===== src/rtl/gray_counter_n_if.sv =====
// Control/status bundle for gray_counter_n: the counter sits on the slave side
// and the block that drives and observes it sits on the master side.
interface gray_counter_n_if #(
    parameter int WIDTH = 4
);
    logic             en;
    logic             up_dn;
    logic             load;
    logic [WIDTH-1:0] load_val;
    logic [WIDTH-1:0] gray_out;
    logic [WIDTH-1:0] bin_out;
    logic             tc;
    logic             wrap;

    modport master (
        output en, up_dn, load, load_val,
        input  gray_out, bin_out, tc, wrap
    );

    modport slave (
        input  en, up_dn, load, load_val,
        output gray_out, bin_out, tc, wrap
    );
endinterface


===== src/rtl/gray_counter_n.sv =====
// N-bit up/down Gray counter with parallel load, terminal count and wrap pulse.
// Define GRAY_COUNTER_SAT_EN to saturate at the end values instead of wrapping.
module gray_counter_n #(
    parameter int               WIDTH    = 4,
    parameter logic [WIDTH-1:0] RST_GRAY = '0
) (
    input  logic             clk,
    input  logic             rst,
    gray_counter_n_if.slave  bus
);

    localparam logic [WIDTH-1:0] MAX_BIN = '1;

    function automatic logic [WIDTH-1:0] gray2bin(input logic [WIDTH-1:0] g);
        logic [WIDTH-1:0] b;
        b[WIDTH-1] = g[WIDTH-1];
        for (int i = WIDTH - 2; i >= 0; i--) begin
            b[i] = b[i+1] ^ g[i];
        end
        return b;
    endfunction

    function automatic logic [WIDTH-1:0] bin2gray(input logic [WIDTH-1:0] b);
        return b ^ (b >> 1);
    endfunction

    // Step selection at the end value: saturating build holds, modulo build wraps.
    function automatic logic [WIDTH-1:0] end_step(input logic [WIDTH-1:0] cur,
                                                  input logic [WIDTH-1:0] stepped,
                                                  input logic             at_end_val);
`ifdef GRAY_COUNTER_SAT_EN
        return at_end_val ? cur : stepped;
`else
        if (at_end_val) begin
            return stepped;
        end
        return stepped | (cur & '0);
`endif
    endfunction

    logic [WIDTH-1:0] bin_p0;
    logic [WIDTH-1:0] gray_p0;
    logic             wrap_p0;

    logic [WIDTH-1:0] bin_step;
    logic [WIDTH-1:0] bin_nxt;
    logic             at_end;
    logic             wrap_nxt;

    always_comb begin
        at_end   = bus.up_dn ? (bin_p0 == MAX_BIN) : (bin_p0 == '0);
        bin_step = bus.up_dn ? (bin_p0 + WIDTH'(1)) : (bin_p0 - WIDTH'(1));
        bin_nxt  = end_step(bin_p0, bin_step, at_end);
`ifdef GRAY_COUNTER_SAT_EN
        wrap_nxt = 1'b0;
`else
        wrap_nxt = at_end;
`endif
    end

    // Stage p0: binary state with its Gray image registered beside it
    always_ff @(posedge clk) begin
        if (rst) begin
            bin_p0  <= gray2bin(RST_GRAY);
            gray_p0 <= RST_GRAY;
            wrap_p0 <= 1'b0;
        end else if (bus.load) begin
            bin_p0  <= gray2bin(bus.load_val);
            gray_p0 <= bus.load_val;
            wrap_p0 <= 1'b0;
        end else if (bus.en) begin
            bin_p0  <= bin_nxt;
            gray_p0 <= bin2gray(bin_nxt);
            wrap_p0 <= wrap_nxt;
        end else begin
            wrap_p0 <= 1'b0;
        end
    end

    assign bus.gray_out = gray_p0;
    assign bus.bin_out  = bin_p0;
    assign bus.wrap     = wrap_p0;
    // tc looks at the live enable/direction so it flags the step about to happen
    assign bus.tc       = bus.en & at_end;

endmodule


===== src/flat_wrapper.sv =====
// flat-port wrapper written by rule: the top's interface ports become plain ports
module gray_counter_n_flat 
#(
    parameter int               WIDTH    = 4,
    parameter logic [WIDTH-1:0] RST_GRAY = '0
)
  (clk, rst, bus_en, bus_up_dn, bus_load, bus_load_val, bus_gray_out, bus_bin_out, bus_tc, bus_wrap);
  gray_counter_n_if #(.WIDTH(WIDTH)) bus_i ();
  input  logic clk;
  input  logic rst;
  input wire logic [$bits(bus_i.en)-1:0] bus_en;
  input wire logic [$bits(bus_i.up_dn)-1:0] bus_up_dn;
  input wire logic [$bits(bus_i.load)-1:0] bus_load;
  input wire logic [$bits(bus_i.load_val)-1:0] bus_load_val;
  output wire logic [$bits(bus_i.gray_out)-1:0] bus_gray_out;
  output wire logic [$bits(bus_i.bin_out)-1:0] bus_bin_out;
  output wire logic [$bits(bus_i.tc)-1:0] bus_tc;
  output wire logic [$bits(bus_i.wrap)-1:0] bus_wrap;
  assign bus_i.en = bus_en;
  assign bus_i.up_dn = bus_up_dn;
  assign bus_i.load = bus_load;
  assign bus_i.load_val = bus_load_val;
  assign bus_gray_out = bus_i.gray_out;
  assign bus_bin_out = bus_i.bin_out;
  assign bus_tc = bus_i.tc;
  assign bus_wrap = bus_i.wrap;
  gray_counter_n #(.WIDTH(WIDTH), .RST_GRAY(RST_GRAY)) u_core (.clk(clk), .rst(rst), .bus(bus_i));
endmodule

===== config.mk =====
export PLATFORM = sky130hd
export DESIGN_NAME = gray_counter_n_flat
export DESIGN_NICKNAME = d
export VERILOG_FILES = /design/src/rtl/gray_counter_n_if.sv /design/src/rtl/gray_counter_n.sv /design/src/flat_wrapper.sv
export SDC_FILE = /design/constraint.sdc
export NUM_CORES = 1
export LEC_CHECK = 0
export BUFFER_PORTS_ARGS = -buffer_cell sky130_fd_sc_hd__buf_2
export CAP_MARGIN = 30
export CELL_PAD_IN_SITES_DETAIL_PLACEMENT = 1
export CELL_PAD_IN_SITES_GLOBAL_PLACEMENT = 2
export CORE_ASPECT_RATIO = 0.75
export CORE_UTILIZATION = 29
export DETAILED_ROUTE_END_ITERATION = 16
export MAX_ROUTING_LAYER = met4
export PLACE_DENSITY = 0.89
export SLEW_MARGIN = 0
export SYNTH_ARGS = -nofsm -noshare
export SYNTH_HDL_FRONTEND = slang
export SYNTH_SLANG_ARGS = --single-unit

===== constraint.sdc =====
create_clock -name clk -period 6.1 [get_ports clk]
set_clock_uncertainty 0.15 [all_clocks]
set_input_delay 1.22 -clock clk [delete_from_list [all_inputs] [get_ports clk]]
set_output_delay 1.22 -clock clk [all_outputs]
set_load 0.05 [all_outputs]

# Yosys cells after proc, flatten, opt, wreduce, memory -nomap -nowiden
# Index checks and enable logic that the tools add are counted.
# op_classes
addsub,2
eq_ne,1
muxes,9
bitwise,6
reduce_logical,3
# ops
op,count
4-bit 2-to-1 mux,7
"4-bit by 1-bit adder with 4-bit output, second input constant",1
"4-bit equality test, second input constant",1
4-bit zero test,1
"4-bit by 1-bit subtractor with 4-bit output, second input constant",1
4-bit by 3-bit XOR with 4-bit output,1
3-bit OR reduction,1
1-bit XOR,3
1-bit 2-to-1 mux,2
2-bit nonzero test,1
1-bit AND,1
1-bit inverter,1
# totals
register_bits,9
input_bits,9
output_inout_bits,10
elab_cells,24

# Logic depth before layout (Yosys ltp)
# Gate-level depths: netlist of the first run.
# depth
ltp_word,7
depth_mapped,6
mapped_depth_nobuf,6

# Least setup slack after synthesis of the first run
# No wires, ideal clock.
# synth_path
path_kind,input-to-output
from,in bus_up_dn
to,out bus_tc
t_arrival_ns,1.947
t_required_ns,4.730
slack_ns,2.783
stages,4
n_path_buf,0
cell_sequence,inv_1 nand2_1 o21ai_0 and2_1
# synth_via
elab_chain_len,2
# synth_lines
item,line_no,rtl
"start, declared",flat_wrapper.sv:12,input wire logic [$bits(bus_i.up_dn)-1:0] bus_up_dn;
1-bit 2-to-1 mux,gray_counter_n.sv:51,at_end = bus.up_dn ? (bin_p0 == MAX_BIN) : (bin_p0 == '0);
1-bit AND,gray_counter_n.sv:84,assign bus.tc = bus.en & at_end;
"end, declared",flat_wrapper.sv:17,output wire logic [$bits(bus_i.tc)-1:0] bus_tc;
# No other way between the ends.

# Worst setup path in the final report of the first run
# Ends and elaborated chain as after synthesis.

==> summary.txt, run 1 <==
Outcome
  – Status: completed

Global routing
  – Initial antenna violation count: 0
  – Vias in the first global route: 479
  – Largest net degree at the start of global routing: 16
  – All-Layer GR Usage: 16.34%
  – Grt total ovfl: 0
  – First-pass GRT wire length: 2228 µm

Pwr
  – Sw Share: 40.46%
  – Internal: 0.1124 mW
  – Pwr/cell area: 277.8 mW/mm²
  – Pleak: 0.3194 nW
  – Clock share of power: 21.7%
  – Peak VDD IR: 132.2 µV
  – Psw: 0.07635 mW
  – Reg power frac: 34.3%
  – Logic pwr share: 44.0%

Synth
  – Seq cells post-synth: 8
  – Syn nets: 74
  – Ys async rst share: 0%
  – Post-Syn Area per Cell: 9.101 µm²
  – Synth warn: 0
  – Number of enable flip-flop cells after synthesis: 0
  – Cell Area, Synth: 564.3 µm²
  – Cells after synthesis: 62
  – Primary FF master, synth: dfxtp_1
  – Synth cell types: 31
  – Register area share after synthesis: 28.38%

STA
  – Final setup vio count: 0
  – Unrepaired setup endpoints after global routing: no
  – Final hold slack: 0.4453 ns
  – Setup WS post-layout: 2.596 ns
  – Fin. Hold Viols: 0
  – Period Utilization, post-route: 57.45%
  – Post-route setup TNS: 0 ns
  – Clock period minus final worst setup slack: 3.504 ns
  – Fin. max-slew vios: 0
  – Maximum clock rate: 0.2854 GHz
  – Worst slew pin tran: 0.3632 ns
  – Rel. slew slack: 75.61%

Critical path
  – Crit path kind: input pin to output port
  – Slowest cell on the critical path: buf_2
  – Most used cell, CP: buf_2
  – WP buf/inv: 3
  – Worst Setup Start Kind: input pin
  – Worst EP arrival: 2.13 ns
  – Slowest stage delay, CP: 0.26 ns
  – CP Max Fanout: 8
  – Crit path capture type: output port
  – Critical Path, Cell by Cell: buf_2, inv_1, nand2_1, o21ai_0, and2_1, buf_2
  – Top delay family on crit path: buffers and inverters
  – WP data required: 4.73 ns

CTS
  – CTS root buf: clkbuf_4
  – Clk Latency, worst-skew pair: 0.25 ns
  – CTS tree: done
  – H-tree depth: 1
  – Hold_buf cts: 0
  – Cts repair resizes: 0
  – Max Root-Sink Buffers: 2
  – CTS clock-pin slew for the worst setup and hold paths: 0.05 ns
  – Postcts setup bufs: 0
  – Clock Sinks: 8
  – TritonCTS buffer count: 3

Cells and area
  – Layout area overhead: 20.40%
  – Nets: 94
  – Most frequent cells in the layout: buf_2 (18), dfxtp_1 (8), xnor2_1 (5), a211oi_1 (5)
  – # diodes: 0
  – Share of layout cells above drive strength 1: 31.25%
  – Fillcell total: 229
  – Non-filler cells in the finished layout: 102
  – Most common cell after layout, fill and taps aside: buf_2
  – Core Util, Final: 38.32%

Routing
  – DR iter-0 viols: 10
  – DRC: 0
  – DR top layer: met4
  – Final wirelength: 1358 µm
  – Metal-1 WL: 677 µm
  – Met2 routed WL: 601 µm
  – Drt pass-1 iters: 4
  – Via-to-Cell Ratio: 4.990
  – Met3 routed WL: 66 µm
  – Wire length per cell: 13.31 µm
  – Routed Antenna Nets: 0
  – Vias: 509

Die
  – Die height: 40.20 µm
  – Core ar.: 0.001773 mm²
  – IO Count: 19
  – Die width: 52.94 µm
  – Rows: 13
  – Die footprint: 0.002128 mm²
  – Initial Utilization: 31.83%

Run
  – MaxCap Viol Count: 0

Placement
  – GP Congestion: 0.8578
  – Post-detail-place hpwl: 1034 µm
  – DP Cell Count: 99
  – I/O Buffers: 18
  – DP Worst Slack: 2.619 ns

Min path
  – HP Class: register to register
[logic make-up (layout without fill, tap and decap cells)]
family | Yosys count | after routing | synth area share [%]
AO/OA/AOI/OAI | 14 | 14 | 16.19
multiplexers | 2 | 2 | 3.769
flip-flops | 8 | 8 | 28.38
XOR/XNOR | 9 | 9 | 16.41
buffers and inverters | 7 | 25 | 7.094
AND/OR/NAND/NOR | 19 | 19 | 20.18
adder cells (fa/ha/maj) | 3 | 3 | 7.982
[final timing paths]
check / from / to / slack, ns / cells after the start
worst max-delay path: bus_up_dn / bus_tc / 2.60 / 6
worst min-delay path: u_core.bus.gray_out[1]$_SDFFE_PP0P_ / u_core.bus.gray_out[1]$_SDFFE_PP0P_ / 0.45 / 2
worst max register to register: u_core.bus.bin_out[0]$_SDFFE_PP0P_ / u_core.bus.gray_out[1]$_SDFFE_PP0P_ / 4.10 / 5
worst min register to register: u_core.bus.gray_out[1]$_SDFFE_PP0P_ / u_core.bus.gray_out[1]$_SDFFE_PP0P_ / 0.45 / 2
[per-stage QoR]
stage | cell area (µm²) | power (mW)
floorplan | 564.3 | 0.1314
global placement | 656.9 | 0.1474
finish | 679.4 | 0.1887
global route | 679.4 | 0.2046
CTS | 679.4 | 0.1920
detailed placement | 656.9 | 0.1487
[worst reg2reg max path, delay by kind of cell (launching register included)]
| family | cells | cell delay [ns] |
|---|---|---|
| AOI/OAI and AO/OA | 1 | 0.28 |
| DFF | 1 | 0.40 |
| adders and majority gates | 1 | 0.47 |
| xor gates and xnor gates | 2 | 0.52 |
| and+or+nand+nor | 1 | 0.07 |
[cell usage after synthesis, types with 2 or more instances]
cell type,n,area share (%)
nor2b_1,2,2.2
xnor2_1,5,7.8
a21oi_1,4,3.5
a211oi_1,5,6.7
o21ai_0,2,1.8
inv_1,4,2.7
nand2_1,3,2.0
xor2_1,3,4.7
dfxtp_1,8,28
nor2_1,4,2.7
ha_1,2,4.4
[final cells by class]
cell class                      instances  area [µm²]  share of cell area (%)
Timing Repair Buffer                   18       90.09                   13.26
Clock buffer                            3       22.52                   3.315
Sequential cell                         8       160.2                   23.57
Multi-Input combinational cell         47       364.1                   53.59
Tap cell                               22       27.53                   4.052
Inverter                                4       15.01                   2.210
[sequential cells by signal, summed over array words and instances, names as in the netlist]
name and cells:
u_core.bus.gray_out 3, u_core.bus.wrap 1, u_core.bus.bin_out 4
[layer usage]
| layer | GRT usage [%] | up-vias |
|---|---|---|
| met5 | - | - |
| met4 | 9.868 | 0 |
| li1 | - | 259 |
| met3 | 2.652 | 2 |
| met1 | 20.77 | 234 |
| met2 | 24.68 | 14 |
[power by group through the flow]
stage	clock network, mW	logic, mW	registers (mW)
finish	0.0410	0.0830	0.0647
global route	0.0481	0.0907	0.0658
CTS	0.0434	0.0837	0.0649
detailed placement	0	0.0826	0.0660
global placement	0	0.0821	0.0653
floorplan	0	0.0477	0.0837
Power figures use the tool's default switching activity.
==> inputs of run 2 (changes only) <==
--- a/config.mk
+++ b/config.mk
@@ -5,15 +5,16 @@
 export SDC_FILE = /design/constraint.sdc
 export NUM_CORES = 1
 export LEC_CHECK = 0
+export ABC_AREA = 1
 export BUFFER_PORTS_ARGS = -buffer_cell sky130_fd_sc_hd__buf_2
 export CAP_MARGIN = 30
 export CELL_PAD_IN_SITES_DETAIL_PLACEMENT = 1
 export CELL_PAD_IN_SITES_GLOBAL_PLACEMENT = 2
 export CORE_ASPECT_RATIO = 0.75
-export CORE_UTILIZATION = 29
+export CORE_UTILIZATION = 22
 export DETAILED_ROUTE_END_ITERATION = 16
 export MAX_ROUTING_LAYER = met4
-export PLACE_DENSITY = 0.89
+export PLACE_DENSITY = 0.81
 export SLEW_MARGIN = 0
 export SYNTH_ARGS = -nofsm -noshare
 export SYNTH_HDL_FRONTEND = slang
==> constraint.sdc (replaced) <==
create_clock -name clk -period 2.9 [get_ports clk]
set_clock_uncertainty 0.15 [all_clocks]
set_input_delay 0.58 -clock clk [delete_from_list [all_inputs] [get_ports clk]]
set_output_delay 0.58 -clock clk [all_outputs]
set_load 0.05 [all_outputs]
==> summary.txt, run 2 <==
Critical path
  – Crit path capture type: output port (unchanged)
  – Worst EP arrival: 1.36 ns (was 2.13 ns)
  – Reg2reg end: u_core.bus.gray_out[1]$_SDFFE_PP0P_ (unchanged)
  – Worst Setup Start Kind: register (was input pin)
  – Crit path kind: register to output port (was input pin to output port)
  – Worst r2r src: u_core.bus.bin_out[0]$_SDFFE_PP0P_ (unchanged)
  – Reg2Reg Depth: 7 (was 5)
  – R2r setup slk: 1.05 ns (was 4.10 ns)
  – CP Max Fanout: 8 (unchanged)
  – WP data required: 2.17 ns (was 4.73 ns)

Routing
  – Vias: 694 (was 509)
  – Wire length per cell: 11.59 µm (was 13.31 µm)
  – DRC: 0 (unchanged)
  – Drt pass-1 iters: 4 (unchanged)
  – Final wirelength: 1774 µm (was 1358 µm)
  – Via-to-Cell Ratio: 4.536 (was 4.990)
  – Routed Antenna Nets: 0 (unchanged)
  – DR iter-0 viols: 15 (was 10)

Synth
  – Register area share after synthesis: 25.70% (was 28.38%)
  – Synth cell types: 23 (was 31)
  – Top cell type's share of synthesized area: 25.70% (was 28.38%)
  – Seq cells post-synth: 8 (unchanged)
  – Syn nets: 110 (was 74)
  – Synth cell count leaders: nand2_1 (24), inv_1 (18), nor2_1 (10) (was dfxtp_1 (8), a211oi_1 (5), xnor2_1 (5))
  – Primary FF master, synth: dfxtp_1 (unchanged)
  – Cell Area, Synth: 623.1 µm² (was 564.3 µm²)
  – Post-Syn Area per Cell: 6.358 µm² (was 9.101 µm²)
  – Most frequent cell after synthesis: nand2_1 (was dfxtp_1)
  – Cells after synthesis: 98 (was 62)
  – Cell taking the most area after synthesis: dfxtp_1 (unchanged)
  – Ys async rst share: 0% (unchanged)
  – Number of enable flip-flop cells after synthesis: 0 (unchanged)
  – Synth warn: 0 (unchanged)
  – Area contributors post-synth: dfxtp_1 (26%), nand2_1 (14%), inv_1 (11%) (was dfxtp_1 (28%), xnor2_1 (7.8%), a211oi_1 (6.7%))

STA
  – Final setup vio count: 0 (unchanged)
  – Fin. Hold Viols: 0 (unchanged)
  – Worst slew pin tran: 0.3648 ns (was 0.3632 ns)
  – Maximum clock rate: 0.4787 GHz
  – Fin. max-slew vios: 0 (unchanged)
  – Clock period minus final worst setup slack: 2.089 ns
  – Period Utilization, post-route: 72.04%
  – Rel. slew slack: 75.65% (was 75.61%)
  – Unrepaired setup endpoints after global routing: no (unchanged)
  – Post-route setup TNS: 0 ns (unchanged)

Global routing
  – Initial antenna violation count: 0 (unchanged)
  – Grt total ovfl: 0 (unchanged)
  – Largest net degree at the start of global routing: 11 (was 16)
  – First-pass GRT wire length: 3036 µm (was 2228 µm)
  – Vias in the first global route: 647 (was 479)
  – All-Layer GR Usage: 14.11% (was 16.34%)

Min path
  – HP Class: register to register (unchanged)
  – Worst Hold Path EP: u_core.bus.gray_out[0]$_SDFFE_PP0P_ (was u_core.bus.gray_out[1]$_SDFFE_PP0P_)
  – Hold path start: u_core.bus.gray_out[0]$_SDFFE_PP0P_ (was u_core.bus.gray_out[1]$_SDFFE_PP0P_)
  – Worst hold path depth: 2 (unchanged)

Outcome
  – Status: completed (unchanged)

CTS
  – TritonCTS buffer count: 3 (unchanged)
  – H-tree depth: 1 (unchanged)
  – Postcts setup bufs: 0 (unchanged)
  – CTS root buf: clkbuf_8 (was clkbuf_4)
  – Clock Sinks: 8 (unchanged)
  – Clk Latency, worst-skew pair: 0.23 ns (was 0.25 ns)
  – Max Root-Sink Buffers: 2 (unchanged)
  – Hold_buf cts: 0 (unchanged)
  – CTS clock-pin slew for the worst setup and hold paths: 0.04 ns (was 0.05 ns)
  – CTS tree: done (unchanged)
  – Cts repair resizes: 0 (unchanged)

Pwr
  – Final Power: 0.4148 mW (was 0.1887 mW)
  – Clock share of power: 32.2% (was 21.7%)
  – Pwr/cell area: 531.3 mW/mm² (was 277.8 mW/mm²)
  – Pleak: 0.4285 nW (was 0.3194 nW)
  – Sw Share: 38.64% (was 40.46%)
  – Internal: 0.2545 mW (was 0.1124 mW)
  – Logic pwr share: 35.9% (was 44.0%)
  – Reg power frac: 31.9% (was 34.3%)
  – Peak VDD IR: 194.8 µV (was 132.2 µV)
  – Psw: 0.1603 mW (was 0.07635 mW)

Cells and area
  – Share of layout cells above drive strength 1: 25.64% (was 31.25%)
  – Layout area overhead: 25.30% (was 20.40%)
  – Non-filler cells in the finished layout: 153 (was 102)
  – Most frequent cells in the layout: nand2_1 (24), inv_1 (18), buf_2 (18), nor2_1 (10), nand3_1 (9) (was buf_2 (18), dfxtp_1 (8), xnor2_1 (5), a211oi_1 (5))
  – Nets: 131 (was 94)
  – Most common cell after layout, fill and taps aside: nand2_1 (was buf_2)
  – # diodes: 0 (unchanged)
  – Max reg flops: 4 (unchanged)

Die
  – IO Count: 19 (unchanged)
  – Die footprint: 0.003051 mm² (was 0.002128 mm²)
  – Initial Utilization: 23.58% (was 31.83%)
  – Die width: 63.45 µm (was 52.94 µm)
  – Die height: 48.09 µm (was 40.20 µm)
  – Core ar.: 0.002643 mm² (was 0.001773 mm²)
  – Rows: 16 (was 13)

Run
  – MaxCap Viol Count: 0 (unchanged)

Placement
  – Post-detail-place hpwl: 1447 µm (was 1034 µm)
  – GP Congestion: 0.7861 (was 0.8578)
  – I/O Buffers: 18 (unchanged)
  – DP Cell Count: 150 (was 99)
[run 2: worst max-delay path by stage]
| stage | cells after the start | slack, ns | end | start |
|---|---|---|---|---|
| after floorplan | 4 | 0.37 | bus_tc | u_core.bus.bin_out[3]$_SDFFE_PP0P_ |
| after global placement | 6 | 0.83 | bus_tc | bus_up_dn |
| after detailed placement | 9 | 0.82 | u_core.bus.gray_out[1]$_SDFFE_PP0P_ | bus_up_dn |
| after CTS | 5 | 0.79 | bus_tc | u_core.bus.bin_out[3]$_SDFFE_PP0P_ |
| after global routing | 5 | 0.73 | bus_tc | u_core.bus.bin_out[3]$_SDFFE_PP0P_ |
| final | 3 | 0.81 | bus_tc | u_core.bus.bin_out[0]$_SDFFE_PP0P_ |
[run 2: worst max-delay path, stage by stage, from the launching register on]
cell and delay (ns):
dfxtp_1 0.53, nand4_1 0.18, a21oi_1 0.15, buf_2 0.27
[run 2: per-layer routing]
| metal | global-route usage [%] | part of all wire, % | up-vias |
|---|---|---|---|
| met3 | 5.140 | 7.0 | 2 |
| met5 | - | 0 | - |
| met4 | 4.091 | 0.56 | 0 |
| li1 | - | - | 348 |
| met1 | 18.55 | 51 | 323 |
| met2 | 20.21 | 41 | 21 |
[run 2: layout make-up]
type,count,area [µm²]
clock buffers,3,41.29
fillers,347,1862
inverters,19,73.82
multi-input cells,69,370.4
flip-flops and latches,8,160.2
well taps,36,45.04
repair buffers,18,90.09
[run 2: logic make-up after synthesis]
logic type / Yosys count / synth area share, %
buf+inv: 21 / 14.86
fa+ha+maj: 3 / 7.228
compound gates: 14 / 13.65
simple gates: 52 / 38.56
flops: 8 / 25.70
[run 2: stage by stage]
stage / worst slack, ns / hold WS (ns) / util [%] / cell area (µm²)
6_report: 0.8109 / 0.4045 / 29.55 / 780.7
3_3_place_gp: 0.8319 / 0.3961 / 27.98 / 739.5
4_1_cts: 0.7929 / 0.4080 / 29.55 / 780.7
3_5_place_dp: 0.8174 / 0.3972 / 27.98 / 739.5
5_1_grt: 0.7279 / 0.4477 / 29.55 / 780.7
2_1_floorplan: 0.3735 / 0.4991 / - / 623.1
[run 2: power groups by stage]
stage	logic, mW	clock network, mW	registers (mW)
final	0.149	0.134	0.132
after global routing	0.165	0.148	0.134
after CTS	0.150	0.139	0.132
after detailed placement	0.149	0	0.134
after global placement	0.146	0	0.134
after floorplan	0.0802	0	0.165
==> inputs of run 3 (changes only) <==
==> constraint.sdc (replaced) <==
create_clock -name clk -period 1.75 [get_ports clk]
set_clock_uncertainty 0.15 [all_clocks]
set_input_delay 0.35 -clock clk [delete_from_list [all_inputs] [get_ports clk]]
set_output_delay 0.35 -clock clk [all_outputs]
set_load 0.05 [all_outputs]
==> summary.txt, run 3 (synthesis gave the netlist of run 2 again) <==
Critical path
  – Worst Setup Start Kind: register (unchanged)
  – Reg2Reg Depth: 7 (unchanged)
  – Worst r2r src: u_core.bus.bin_out[1]$_SDFFE_PP0P_ (was u_core.bus.bin_out[0]$_SDFFE_PP0P_)
  – Top delay family on crit path: flip-flops (unchanged)
  – R2r setup slk: 0.15 ns (was 1.05 ns)
  – Slowest stage delay, CP: 0.38 ns (was 0.53 ns)
  – WP buf/inv: 2 (was 1)
  – Slowest cell on the critical path: dfxtp_4 (was dfxtp_1)
  – Critical Path, Cell by Cell: nand2_4, inv_2, nand4_1, a21oi_4, buf_6 (was nand4_1, a21oi_1, buf_2)
  – CP Max Fanout: 5 (was 8)
  – Crit path capture type: output port (unchanged)
  – Crit path kind: register to output port (unchanged)
  – Worst EP arrival: 1.22 ns (was 1.36 ns)
  – Stages on worst setup path: 5 (was 3)
  – WP data required: 1.25 ns (was 2.17 ns)
  – Reg2reg end: u_core.bus.gray_out[1]$_SDFFE_PP0P_ (unchanged)

Die
  – Rows: 16 (unchanged)
  – Die height: 48.09 µm (unchanged)
  – IO Count: 19 (unchanged)
  – Die footprint: 0.003051 mm² (unchanged)
  – Initial Utilization: 23.58% (unchanged)
  – Core ar.: 0.002643 mm² (unchanged)
  – Die width: 63.45 µm (unchanged)

Placement
  – DP Cell Count: 153 (was 150)
  – DP Worst Slack: -0.1239 ns (was 0.8174 ns)
  – I/O Buffers: 18 (unchanged)
  – Post-detail-place hpwl: 1531 µm (was 1447 µm)
  – GP Congestion: 0.7862 (was 0.7861)

Pwr
  – Pwr/cell area: 834.9 mW/mm² (was 531.3 mW/mm²)
  – Final Power: 0.7135 mW (was 0.4148 mW)
  – Peak VDD IR: 206.1 µV (was 194.8 µV)
  – Pleak: 0.4579 nW (was 0.4285 nW)

CTS
  – Max Root-Sink Buffers: 2 (unchanged)
  – CTS clock-pin slew for the worst setup and hold paths: 0.04 ns (about the same)
  – Clk Latency, worst-skew pair: 0.23 ns (about the same)
  – H-tree depth: 1 (unchanged)
  – CTS tree: done (unchanged)
  – TritonCTS buffer count: 3 (unchanged)
  – Hold_buf cts: 0 (unchanged)
  – CTS root buf: clkbuf_8 (unchanged)
  – Clock Sinks: 8 (unchanged)

Routing
  – DR iter-0 viols: 15 (unchanged)
  – Final wirelength: 1823 µm (was 1774 µm)
  – Routed Antenna Nets: 0 (unchanged)
  – Vias: 691 (was 694)
  – DRC: 0 (unchanged)
  – Drt pass-1 iters: 4 (unchanged)
  – Via-to-Cell Ratio: 4.401 (was 4.536)
  – Wire length per cell: 11.61 µm (was 11.59 µm)

Global routing
  – Grt total ovfl: 0 (unchanged)
  – Largest net degree at the start of global routing: 11 (unchanged)
  – Vias in the first global route: 622 (was 647)
  – All-Layer GR Usage: 13.18% (was 14.11%)
  – Met1 Usage GRT: 16.71% (was 18.55%)
  – First-pass GRT wire length: 2808 µm (was 3036 µm)
  – Met3 Usage GRT: 3.037% (was 5.140%)
  – Gr busiest metal: met2 (unchanged)
  – Initial antenna violation count: 0 (unchanged)
  – Met2 Track Usage GR: 20.64% (was 20.21%)

STA
  – Rel. slew slack: 83.13% (was 75.65%)
  – Period Utilization, post-route: 98.16%
  – Setup WS post-layout: 0.03225 ns (was 0.8109 ns)
  – Fin. Hold Viols: 0 (unchanged)
  – Final setup vio count: 0 (unchanged)
  – Clock period minus final worst setup slack: 1.718 ns
  – Worst slew pin tran: 0.2531 ns (was 0.3648 ns)
  – Unrepaired setup endpoints after global routing: yes (was no)
  – Final hold slack: 0.2352 ns (was 0.4045 ns)
  – Maximum clock rate: 0.5822 GHz
  – Fin. max-slew vios: 0 (unchanged)

Run
  – MaxCap Viol Count: 0 (unchanged)

Cells and area
  – Max reg flops: 4 (unchanged)
  – Most frequent cells in the layout: nand2_1 (23), inv_1 (17), buf_2 (17), nor2_1 (10), nand3_1 (9) (was nand2_1 (24), inv_1 (18), buf_2 (18), nor2_1 (10), nand3_1 (9))
  – Most common cell after layout, fill and taps aside: nand2_1 (unchanged)
  – # diodes: 0 (unchanged)
  – Nets: 135 (was 131)
  – Layout area overhead: 37.15% (was 25.30%)
  – Non-filler cells in the finished layout: 157 (was 153)
  – Fillcell total: 350 (was 347)
  – Share of layout cells above drive strength 1: 35.54% (was 25.64%)

Min path
  – HP Class: input pin to register (was register to register)
  – Hold path start: rst (was u_core.bus.gray_out[0]$_SDFFE_PP0P_)
  – Worst hold path depth: 2 (unchanged)
  – Worst Hold Path EP: u_core.bus.bin_out[0]$_SDFFE_PP0P_ (was u_core.bus.gray_out[0]$_SDFFE_PP0P_)

Outcome
  – Status: completed (unchanged)
run 3: worst reg2reg max path, stage by stage, from the launching register on:
cell     delay, ns
dfxtp_4       0.38
fa_2          0.49
inv_1         0.11
o21ai_2       0.06
a21oi_1       0.14
o21ai_0       0.09
nand2_1       0.06
inv_1         0.03
run 3: timing repair:
| item | in CTS | in global routing |
|---|---|---|
| buffers inserted | 0 | 1 |
| resized for setup | 3 | 8 |
| endpoints found under the hold margin | 0 | 0 |
| pin swaps | 0 | 2 |
| endpoints found under the setup margin | 2 | 2 |
run 3: worst max path at each step:
stage	startpoint	to	slack, ns
after global routing	u_core.bus.bin_out[3]$_SDFFE_PP0P_	bus_tc	-0.04
after global placement	bus_up_dn	u_core.bus.gray_out[1]$_SDFFE_PP0P_	-0.13
after detailed placement	bus_up_dn	u_core.bus.gray_out[1]$_SDFFE_PP0P_	-0.12
after CTS	u_core.bus.bin_out[3]$_SDFFE_PP0P_	bus_tc	0.009
after floorplan	u_core.bus.bin_out[0]$_SDFFE_PP0P_	u_core.bus.gray_out[1]$_SDFFE_PP0P_	0.03
final	u_core.bus.bin_out[3]$_SDFFE_PP0P_	bus_tc	0.03
run 3: final cells by class:
type | count | area, µm² | area share (%)
tap | 36 | 45.04 | 5.271
sequential | 8 | 172.7 | 20.21
clock buffer | 3 | 41.29 | 4.832
inverter | 19 | 73.82 | 8.638
timing repair buffer | 22 | 126.4 | 14.79
multi-input combinational | 69 | 395.4 | 46.27
run 3: routing by layer:
layer,up-vias,share of wire (%)
li1,358,-
met1,313,51
met2,18,44
met3,2,4.9
met4,0,0.55
met5,-,0
run 3: report_power, final:
part | internal (mW) | switching (mW) | total (mW)
Clock | 0.149 | 0.0726 | 0.222
Combinational | 0.0905 | 0.183 | 0.274
Sequential | 0.200 | 0.0182 | 0.218
Total | 0.440 | 0.274 | 0.713
run 3: stage by stage:
stage                     util (%)  TNS (ns)  instance area, µm²
after floorplan                  -         0               639.4
after global placement       29.45   -0.1386               778.2
after detailed placement     29.45   -0.1595               778.2
after CTS                    31.34         0               828.3
after global routing         32.34  -0.03643               854.6
final                        32.34         0               854.6
